File: config.mk
export PLATFORM = sky130hd
export DESIGN_NAME = clk_period_meter
export DESIGN_NICKNAME = d
export VERILOG_FILES = /design/src/rtl/clk_period_meter.sv
export SDC_FILE = /design/constraint.sdc
export NUM_CORES = 1
export LEC_CHECK = 0
export ABC_AREA = 1
export CAP_MARGIN = 30
export CORE_MARGIN = 1
export CORE_UTILIZATION = 50
export DETAILED_ROUTE_END_ITERATION = 12
export PLACE_DENSITY = 0.71
export REMOVE_ABC_BUFFERS = 1
export SLEW_MARGIN = 20
export SYNTH_ARGS = -nofsm -noshare
export SYNTH_HDL_FRONTEND = slang
export SYNTH_SLANG_ARGS = --single-unit
File: constraint.sdc
create_clock -name clock_in -period 5.2 [get_ports clock_in]
set_clock_uncertainty 0.1 [all_clocks]
set_input_delay 1.04 -clock clock_in [delete_from_list [all_inputs] [get_ports clock_in]]
set_output_delay 1.04 -clock clock_in [all_outputs]
set_load 0.03 [all_outputs]
File: src/rtl/clk_period_meter.sv
// Measures period and high time of a slow asynchronous signal in clock_in cycles,
// flagging whether the period is within tolerance of EXPECTED and whether the signal was lost.
module clk_period_meter #(
  parameter int unsigned      WIDTH     = 28,
  parameter logic [WIDTH-1:0] EXPECTED  = WIDTH'(107296),
  parameter logic [WIDTH-1:0] TOLERANCE = WIDTH'(16),
  parameter logic [WIDTH-1:0] TIMEOUT   = WIDTH'(1000000)
) (
  input  logic             clock_in,
  input  logic             reset,
  input  logic             sig_in,
  output logic [WIDTH-1:0] period,
  output logic [WIDTH-1:0] high_time,
  output logic             meas_valid,
  output logic             freq_ok,
  output logic             timeout
);

  typedef enum logic {
    WAIT_EDGE = 1'b0,
    MEASURE   = 1'b1
  } state_e;

  state_e           state_q, state_d;
  logic             sync1_q, sync2_q, sync3_q;
  logic [WIDTH-1:0] cnt_q, cnt_d;
  logic [WIDTH-1:0] hlatch_q, hlatch_d;
  logic [WIDTH-1:0] period_q, period_d;
  logic [WIDTH-1:0] high_time_q, high_time_d;
  logic             meas_valid_q, meas_valid_d;
  logic             freq_ok_q, freq_ok_d;
  logic             timeout_q, timeout_d;

  logic             rise_c;
  logic             fall_c;
  logic             cnt_sat_c;
  logic [WIDTH-1:0] cnt_inc_c;
  logic [WIDTH-1:0] dev_c;
  logic             in_range_c;

  // Three-flop chain: two for metastability, the third for edge detection
  always_ff @(posedge clock_in or posedge reset) begin
    if (reset) begin
      sync1_q <= 1'b0;
      sync2_q <= 1'b0;
      sync3_q <= 1'b0;
    end else begin
      sync1_q <= sig_in;
      sync2_q <= sync1_q;
      sync3_q <= sync2_q;
    end
  end

  assign rise_c = sync2_q & ~sync3_q;
  assign fall_c = ~sync2_q & sync3_q;

  // Counter saturates at TIMEOUT so a stuck signal never wraps into a bogus period
  assign cnt_sat_c = (cnt_q == TIMEOUT);
  assign cnt_inc_c = cnt_sat_c ? cnt_q : cnt_q + WIDTH'(1);

  // Absolute deviation without underflow; both bounds inclusive
  assign dev_c      = (cnt_q >= EXPECTED) ? (cnt_q - EXPECTED) : (EXPECTED - cnt_q);
  assign in_range_c = (dev_c <= TOLERANCE);

  always_comb begin
    state_d      = state_q;
    cnt_d        = cnt_q;
    hlatch_d     = hlatch_q;
    period_d     = period_q;
    high_time_d  = high_time_q;
    meas_valid_d = 1'b0;
    freq_ok_d    = freq_ok_q;
    timeout_d    = timeout_q;

    case (state_q)
      WAIT_EDGE: begin
        cnt_d = cnt_inc_c;
        if (rise_c) begin
          cnt_d    = WIDTH'(1);
          hlatch_d = '0;
          state_d  = MEASURE;
        end
      end
      MEASURE: begin
        cnt_d = cnt_inc_c;
        if (fall_c) begin
          hlatch_d = cnt_q;
        end
        if (rise_c) begin
          period_d     = cnt_q;
          high_time_d  = hlatch_q;
          meas_valid_d = 1'b1;
          freq_ok_d    = in_range_c;
          timeout_d    = 1'b0;
          cnt_d        = WIDTH'(1);
          hlatch_d     = '0;
        end
      end
      default: state_d = WAIT_EDGE;
    endcase

    // Loss of signal; a rise in the same cycle takes priority
    if (cnt_sat_c && !rise_c) begin
      timeout_d = 1'b1;
      freq_ok_d = 1'b0;
      state_d   = WAIT_EDGE;
    end
  end

  always_ff @(posedge clock_in or posedge reset) begin
    if (reset) begin
      state_q      <= WAIT_EDGE;
      cnt_q        <= '0;
      hlatch_q     <= '0;
      period_q     <= '0;
      high_time_q  <= '0;
      meas_valid_q <= 1'b0;
      freq_ok_q    <= 1'b0;
      timeout_q    <= 1'b0;
    end else begin
      state_q      <= state_d;
      cnt_q        <= cnt_d;
      hlatch_q     <= hlatch_d;
      period_q     <= period_d;
      high_time_q  <= high_time_d;
      meas_valid_q <= meas_valid_d;
      freq_ok_q    <= freq_ok_d;
      timeout_q    <= timeout_d;
    end
  end

  assign period     = period_q;
  assign high_time  = high_time_q;
  assign meas_valid = meas_valid_q;
  assign freq_ok    = freq_ok_q;
  assign timeout    = timeout_q;

endmodule

==> results.toml, run 1 <==
[outcome]
outcome = "finished, final reports clean"

[sta]
finalCriticalPeriod_ns = 2.904
hold_viol = 0
tns_ns = 0
finalMaxSlewViolations = 0
fmax_mhz = 344.4
worst_slew_pin_slew_ns = 0.6374
grt_setup_unrepaired = "false"
period_share_pct = 55.84
setup_violations = 0
fin_ws_ns = 2.296
slew_headroom_pct = 57.51

[global_routing]
met2_usage_pct = 40.43
grt_first_pass_wirelength_mm = 27.54
met1_usage_pct = 37.10
grt-busiest-layer = "met2"
antenna_found_initial = 0
grtUsageTotal_pct = 26.92
grt_max_degree = 120
grt-ovfl-total = 0
grt_pass1_vias = 5577
grt_util_met3_pct = 5.916

[die]
row_count = 41
initial_utilization_pct = 51.63
fp.coreArea_um2 = 12670
io_pins = 62
die_w_um = 116.4
die-area_um2 = 13550
die_h_um = 116.4

[routing]
wl_mm = 16.75
wl_per_cell_um = 15.29
drc_errors = 0
via_per_inst = 5.306
via_count = 5810
detail-route-antenna-nets = 0
first_pass_iters = 5
drt_iter0_markers = 533

[cts]
cts_setup_buffers = 0
clock_path_buffers = 2
cts.clk_slew.worst_paths_ns = 0.06
numClockSinks = 119
postCtsResizedCells = 0
cts_buffers = 17
hold_buffers = 0
cts-root-buf = "clkbuf_16"
clock_latency_ns = 0.43
cts_tree = "yes"
htree_levels = 4

[layout]
postLayoutCellArea_um2 = 7766
fillers = 1201
area.growth.synth_to_final_pct = 18.70
antennaDiodeCount = 0
final_nets = 920
fin_cells = 1095
drive_gt1_share_pct = 10.40

[place]
place_ws_ns = 2.317
io_buffers = 61
gp_congestion = 0.9893
dp_hpwl_mm = 11.72
postPlaceCellArea_um2 = 7209
dp_cells = 1063

[setup_path]
start_kind = "register"
cpPeakStageDelay_ns = 0.59
path_class = "register to register"
cp_max_fo = 74
required_ns = 5.37
reg2reg_depth = 8
cp_cell_sequence = "inv_1 -> nor2_1 -> buf_4 -> inv_1 -> nor2_1 -> inv_2 -> buf_4 -> o21ai_0"
setup.worst_path.end_class = "register"
arrival_ns = 3.08
cp_slowest_cell = "buf_4"

[synth]
synth_area_um2 = 6543
ys_seq_area_share_pct = 45.52
synth-seq-cells = 119
netlist.area_leader.share_pct = 45.52
syn-mean-instance-area_um2 = 7.590
netlist_instances = 862
synth_area_leaders = "dfrtp_1 (46%), nand2_1 (14%), o21ai_0 (5.4%), nand3_1 (4.9%), inv_1 (4.5%)"
ys.flop_type = "dfrtp_1"
yosys.area.top_type = "dfrtp_1"
yosysWarnings = 0
synth_edf_count = 0
synthArstFlopShare_pct = 100.0
synth_cell_types = 41

[power_and_ir_drop]
max-vdd-ir-drop_uv = 251.7
finalPower_mw = 2.400
switching_share_pct = 28.14
p_int_mw = 1.724
powerDensity_nw_per_um2 = 309.0
clkPwrFrac_pct = 45.5
power_frac_seq_pct = 42.0
p_comb_share_pct = 12.5
switching_power_uw = 675.4
leakagePower_nw = 3.725

[run]
cap_violations = 0

[hold_path]
hold_depth = 0
hold_class = "register to register"
## worst max-delay path: cells and delay by family, from the launching register on
kind / cells / cell delay [ns]
AND/OR/NAND/NOR: 2 / 0.28
AO/OA/AOI/OAI: 1 / 0.17
flip-flops: 1 / 0.37
buffers and inverters: 5 / 1.75
## synth_stat cells (4+ instances only)
cell,count
nor2_1,73
nand2_2,7
ha_1,7
buf_6,5
buf_2,4
a21oi_1,25
o22ai_1,28
o21ai_1,9
nand2_1,251
o21ai_0,71
clkbuf_1,19
nor2_4,5
inv_1,78
dfrtp_1,119
buf_4,8
nor2_2,10
nand4_1,14
nor3_1,13
nand3_1,64
inv_2,14
xor2_1,7
## registers in the layout, summed over array words and instances, names as in the netlist
| name | cells |
|---|---|
| cnt_q | 28 |
| high_time | 28 |
| state_q | 1 |
| timeout | 1 |
| sync2_q | 1 |
| period | 28 |
| meas_valid | 1 |
| freq_ok | 1 |
| sync3_q | 1 |
| hlatch_q | 28 |
| sync1_q | 1 |
## final cells by class
type                       instances  area (um2)  area share [%]
sequential                       119        2978           38.34
clock buffer                      17       425.4           5.478
inverter                          95       366.6           4.720
clock inverter                    15       131.4           1.692
multi-input combinational        611        2989           38.49
timing repair buffer              66       660.6           8.507
tap                              172       215.2           2.771
## path summary, 6_finish.rpt
path | slack, ns | start | end
min | 0.26 | sync1_q$_DFF_PP0_ | sync2_q$_DFF_PP0_
max in group asynchronous | 3.50 | reset | cnt_q[13]$_DFFE_PP0N_
max reg2reg | 2.30 | sync2_q$_DFF_PP0_ | period[20]$_DFFE_PP0P_
max | 2.30 | sync2_q$_DFF_PP0_ | period[20]$_DFFE_PP0P_
min reg2reg | 0.26 | sync1_q$_DFF_PP0_ | sync2_q$_DFF_PP0_
min in group asynchronous | 1.01 | reset | high_time[9]$_DFFE_PP0P_
## cells in the final DEF (no fill, tap or decap), types with 14 or more instances in the layout
cell	count
clkbuf_16	17
inv_2	15
inv_1	76
nand2_1	251
o21ai_0	71
clkdlybuf4s50_1	61
nand3_1	64
nor2_1	73
dfrtp_1	119
a21oi_1	25
nand4_1	14
o22ai_1	28
## power groups by stage
stage               sequential [mW]  clock (mW)  combinational [mW]
CTS                            1.01        1.11               0.303
floorplan                      1.06           0               0.157
global route                   1.01        1.15               0.335
global placement               1.02           0               0.297
detailed placement             1.02           0               0.300
finish                         1.01        1.09               0.301
## metrics by stage
step	hold WS, ns	utilization [%]
floorplan	0.2312	-
global placement	0.2322	56.90
detailed placement	0.2466	56.90
CTS	0.2600	61.29
global route	0.2698	61.29
finish	0.2571	61.29
## layer usage
| layer | routed length, um | part of all wire [%] | up-vias |
|---|---|---|---|
| li1 | - | - | 2882 |
| met1 | 7786 | 46 | 2700 |
| met2 | 7460 | 45 | 196 |
| met3 | 1105 | 6.6 | 32 |
| met4 | 395 | 2.4 | 0 |
| met5 | 0 | 0 | - |
## logic make-up after synthesis
| family | Yosys count | share of synthesized area (%) |
|---|---|---|
| buffers and inverters | 132 | 8.797 |
| AO/OA/AOI/OAI | 140 | 11.63 |
| flip-flops | 119 | 45.52 |
| AND/OR/NAND/NOR | 456 | 31.65 |
| adder cells (fa/ha/maj) | 7 | 1.339 |
| XOR/XNOR | 8 | 1.071 |
Note: power is estimated with default switching activity, not from simulation.
==> run 2: changes to the inputs <==
--- a/config.mk
+++ b/config.mk
@@ -10,7 +10,7 @@
 export CORE_MARGIN = 1
 export CORE_UTILIZATION = 50
 export DETAILED_ROUTE_END_ITERATION = 12
-export PLACE_DENSITY = 0.71
+export PLACE_DENSITY = 0.74
 export REMOVE_ABC_BUFFERS = 1
 export SLEW_MARGIN = 20
 export SYNTH_ARGS = -nofsm -noshare
==> constraint.sdc (replaced) <==
create_clock -name clock_in -period 2.63 [get_ports clock_in]
set_clock_uncertainty 0.1 [all_clocks]
set_input_delay 0.526 -clock clock_in [delete_from_list [all_inputs] [get_ports clock_in]]
set_output_delay 0.526 -clock clock_in [all_outputs]
set_load 0.03 [all_outputs]
==> results.toml, run 2 (same netlist as run 1, synthesis figures left out) <==
[setup_path]
required_ns = 2.85
worstReg2RegEnd = "freq_ok$_DFFE_PP0P_"
cp_slowest_cell = "dfrtp_1"
r2r_start = "cnt_q[0]$_DFFE_PP0N_"
cpPeakStageDelay_ns = 0.41
path_class = "register to register"
worst-path-buf-inv = 3
arrival_ns = 2.59
cp_cell_sequence = "inv_2 -> ha_1 -> nand2_1 -> nor2_1 -> inv_1 -> nor4_2 -> nand4_1 -> or2_4 -> nand2_2 -> inv_2 -> nand2_1 -> nand2_1"
path_delay_family = "simple AND/OR/NAND/NOR gates"
setup.worst_path.end_class = "register"
cp_max_fo = 8
start_kind = "register"
reg2reg_depth = 12
r2r_slack_ns = 0.25
crit_top_cell = "nand2_1"

[routing]
drc_errors = 0
via_count = 5950
wl_per_cell_um = 15.26
wl_mm = 17.03
drt_iter0_markers = 482
first_pass_iters = 5
detail-route-antenna-nets = 0
via_per_inst = 5.332

[sta]
setup_violations = 0
tns_ns = 0
period_share_pct = 90.40
worst_slew_pin_slew_ns = 0.6166
hold_viol = 0
slew_headroom_pct = 58.51
grt_setup_unrepaired = "false"
fmax_mhz = 420.6
finalMaxSlewViolations = 0
finalCriticalPeriod_ns = 2.377

[global_routing]
grtUsageTotal_pct = 27.67
grt_first_pass_wirelength_mm = 28.23
grt_pass1_vias = 5468
antenna_found_initial = 0
grt_max_degree = 114
grt-ovfl-total = 0

[die]
die_h_um = 116.4
die_w_um = 116.4
io_pins = 62
row_count = 41
die-area_um2 = 13550
initial_utilization_pct = 51.63
fp.coreArea_um2 = 12670

[cts]
clock_path_buffers = 2
htree_levels = 4
clock_latency_ns = 0.42
cts_buffers = 17
cts-root-buf = "clkbuf_16"
cts.clk_slew.worst_paths_ns = 0.05
hold_buffers = 0
cts_tree = "yes"
numClockSinks = 119

[layout]
fillers = 1169
final_common_cell = "nand2_1"
area.growth.synth_to_final_pct = 21.80
fin_cells = 1116
postLayoutCellArea_um2 = 7969
final_nets = 942
fin_util_pct = 62.89
antennaDiodeCount = 0
final_cell_mix = "nand2_1 (251), dfrtp_1 (118), inv_1 (74)"
drive_gt1_share_pct = 12.50

[power_and_ir_drop]
powerDensity_nw_per_um2 = 600.2
leakagePower_nw = 3.864
p_int_mw = 3.510
max-vdd-ir-drop_uv = 543.2
switching_share_pct = 26.61
switching_power_mw = 1.273
power_frac_seq_pct = 41.6
p_comb_share_pct = 12.5
clkPwrFrac_pct = 46.0

[place]
dp_hpwl_mm = 11.94
io_buffers = 61
postPlaceCellArea_um2 = 7372
dp_cells = 1083
gp_congestion = 0.9494

[hold_path]
hold_class = "register to register"
hold_depth = 0
min_to = "sync2_q$_DFF_PP0_"
hold_start = "sync1_q$_DFF_PP0_"

[outcome]
outcome = "finished, final reports clean"

[run]
cap_violations = 0
-- run 2: cell types whose count changed in the layout (fill, tap and decap cells not counted), sizes merged --
cell / change
inv: -2
buf: +22
clkbuf: +6
clkinvlp: -5
-- run 2: repair_timing --
item,in CTS,in global routing
setup buffers,0,1
endpoints found under the setup margin,0,2
resized for setup,0,3
-- run 2: per-layer routing --
| layer | up-vias | GRT usage [%] | wire, um |
|---|---|---|---|
| met5 | - | 0 | 0 |
| met4 | 0 | 11.37 | 369 |
| met3 | 30 | 7.058 | 1153 |
| met2 | 216 | 40.43 | 7380 |
| met1 | 2772 | 39.12 | 8122 |
| li1 | 2932 | - | - |
-- run 2: stage by stage --
| step | power [mW] | worst slack, ns | hold WS, ns |
|---|---|---|---|
| 5_1_grt | 4.983 | 0.06203 | 0.2547 |
| 3_5_place_dp | 2.605 | 0.1559 | 0.2465 |
| 2_1_floorplan | 2.400 | -1.153 | 0.2312 |
| 4_1_cts | 4.803 | 0.1364 | 0.2544 |
| 3_3_place_gp | 2.598 | 0.1834 | 0.2360 |
| 6_report | 4.783 | 0.2526 | 0.2487 |
-- run 2: power groups by stage --
stage / registers [mW] / clock network [mW] / logic [mW]
5_1_grt: 2.00 / 2.32 / 0.668
3_5_place_dp: 2.02 / 0 / 0.589
3_3_place_gp: 2.01 / 0 / 0.583
6_report: 1.99 / 2.20 / 0.596
4_1_cts: 1.99 / 2.22 / 0.594
2_1_floorplan: 2.09 / 0 / 0.311
-- run 2: worst max-delay path by stage --
stage,from,to,cells after the start
2_1_floorplan,reset,cnt_q[0]$_DFFE_PP0N_,1
3_3_place_gp,cnt_q[0]$_DFFE_PP0N_,freq_ok$_DFFE_PP0P_,12
3_5_place_dp,cnt_q[0]$_DFFE_PP0N_,freq_ok$_DFFE_PP0P_,12
4_1_cts,cnt_q[0]$_DFFE_PP0N_,freq_ok$_DFFE_PP0P_,12
5_1_grt,cnt_q[0]$_DFFE_PP0N_,freq_ok$_DFFE_PP0P_,12
6_report,cnt_q[0]$_DFFE_PP0N_,freq_ok$_DFFE_PP0P_,12
-- run 2: worst register-to-register path, stage by stage (launching register included) --
cell and delay, ns:
dfrtp_1 0.41, inv_2 0.14, ha_1 0.22, nand2_1 0.07, nor2_1 0.16, inv_1 0.11, nor4_2 0.30, nand4_1 0.23
or2_4 0.32, nand2_2 0.07, inv_2 0.04, nand2_1 0.04, nand2_1 0.05
-- run 2: area by class of cell --
| type | count | area (um2) | area share, % |
|---|---|---|---|
| clock buffer | 23 | 488.0 | 6.123 |
| sequential | 119 | 2979 | 37.38 |
| tap | 172 | 215.2 | 2.701 |
| multi-input combinational | 611 | 2989 | 37.51 |
| clock inverter | 8 | 72.57 | 0.9107 |
| timing repair buffer | 88 | 858.3 | 10.77 |
| inverter | 95 | 366.6 | 4.600 |
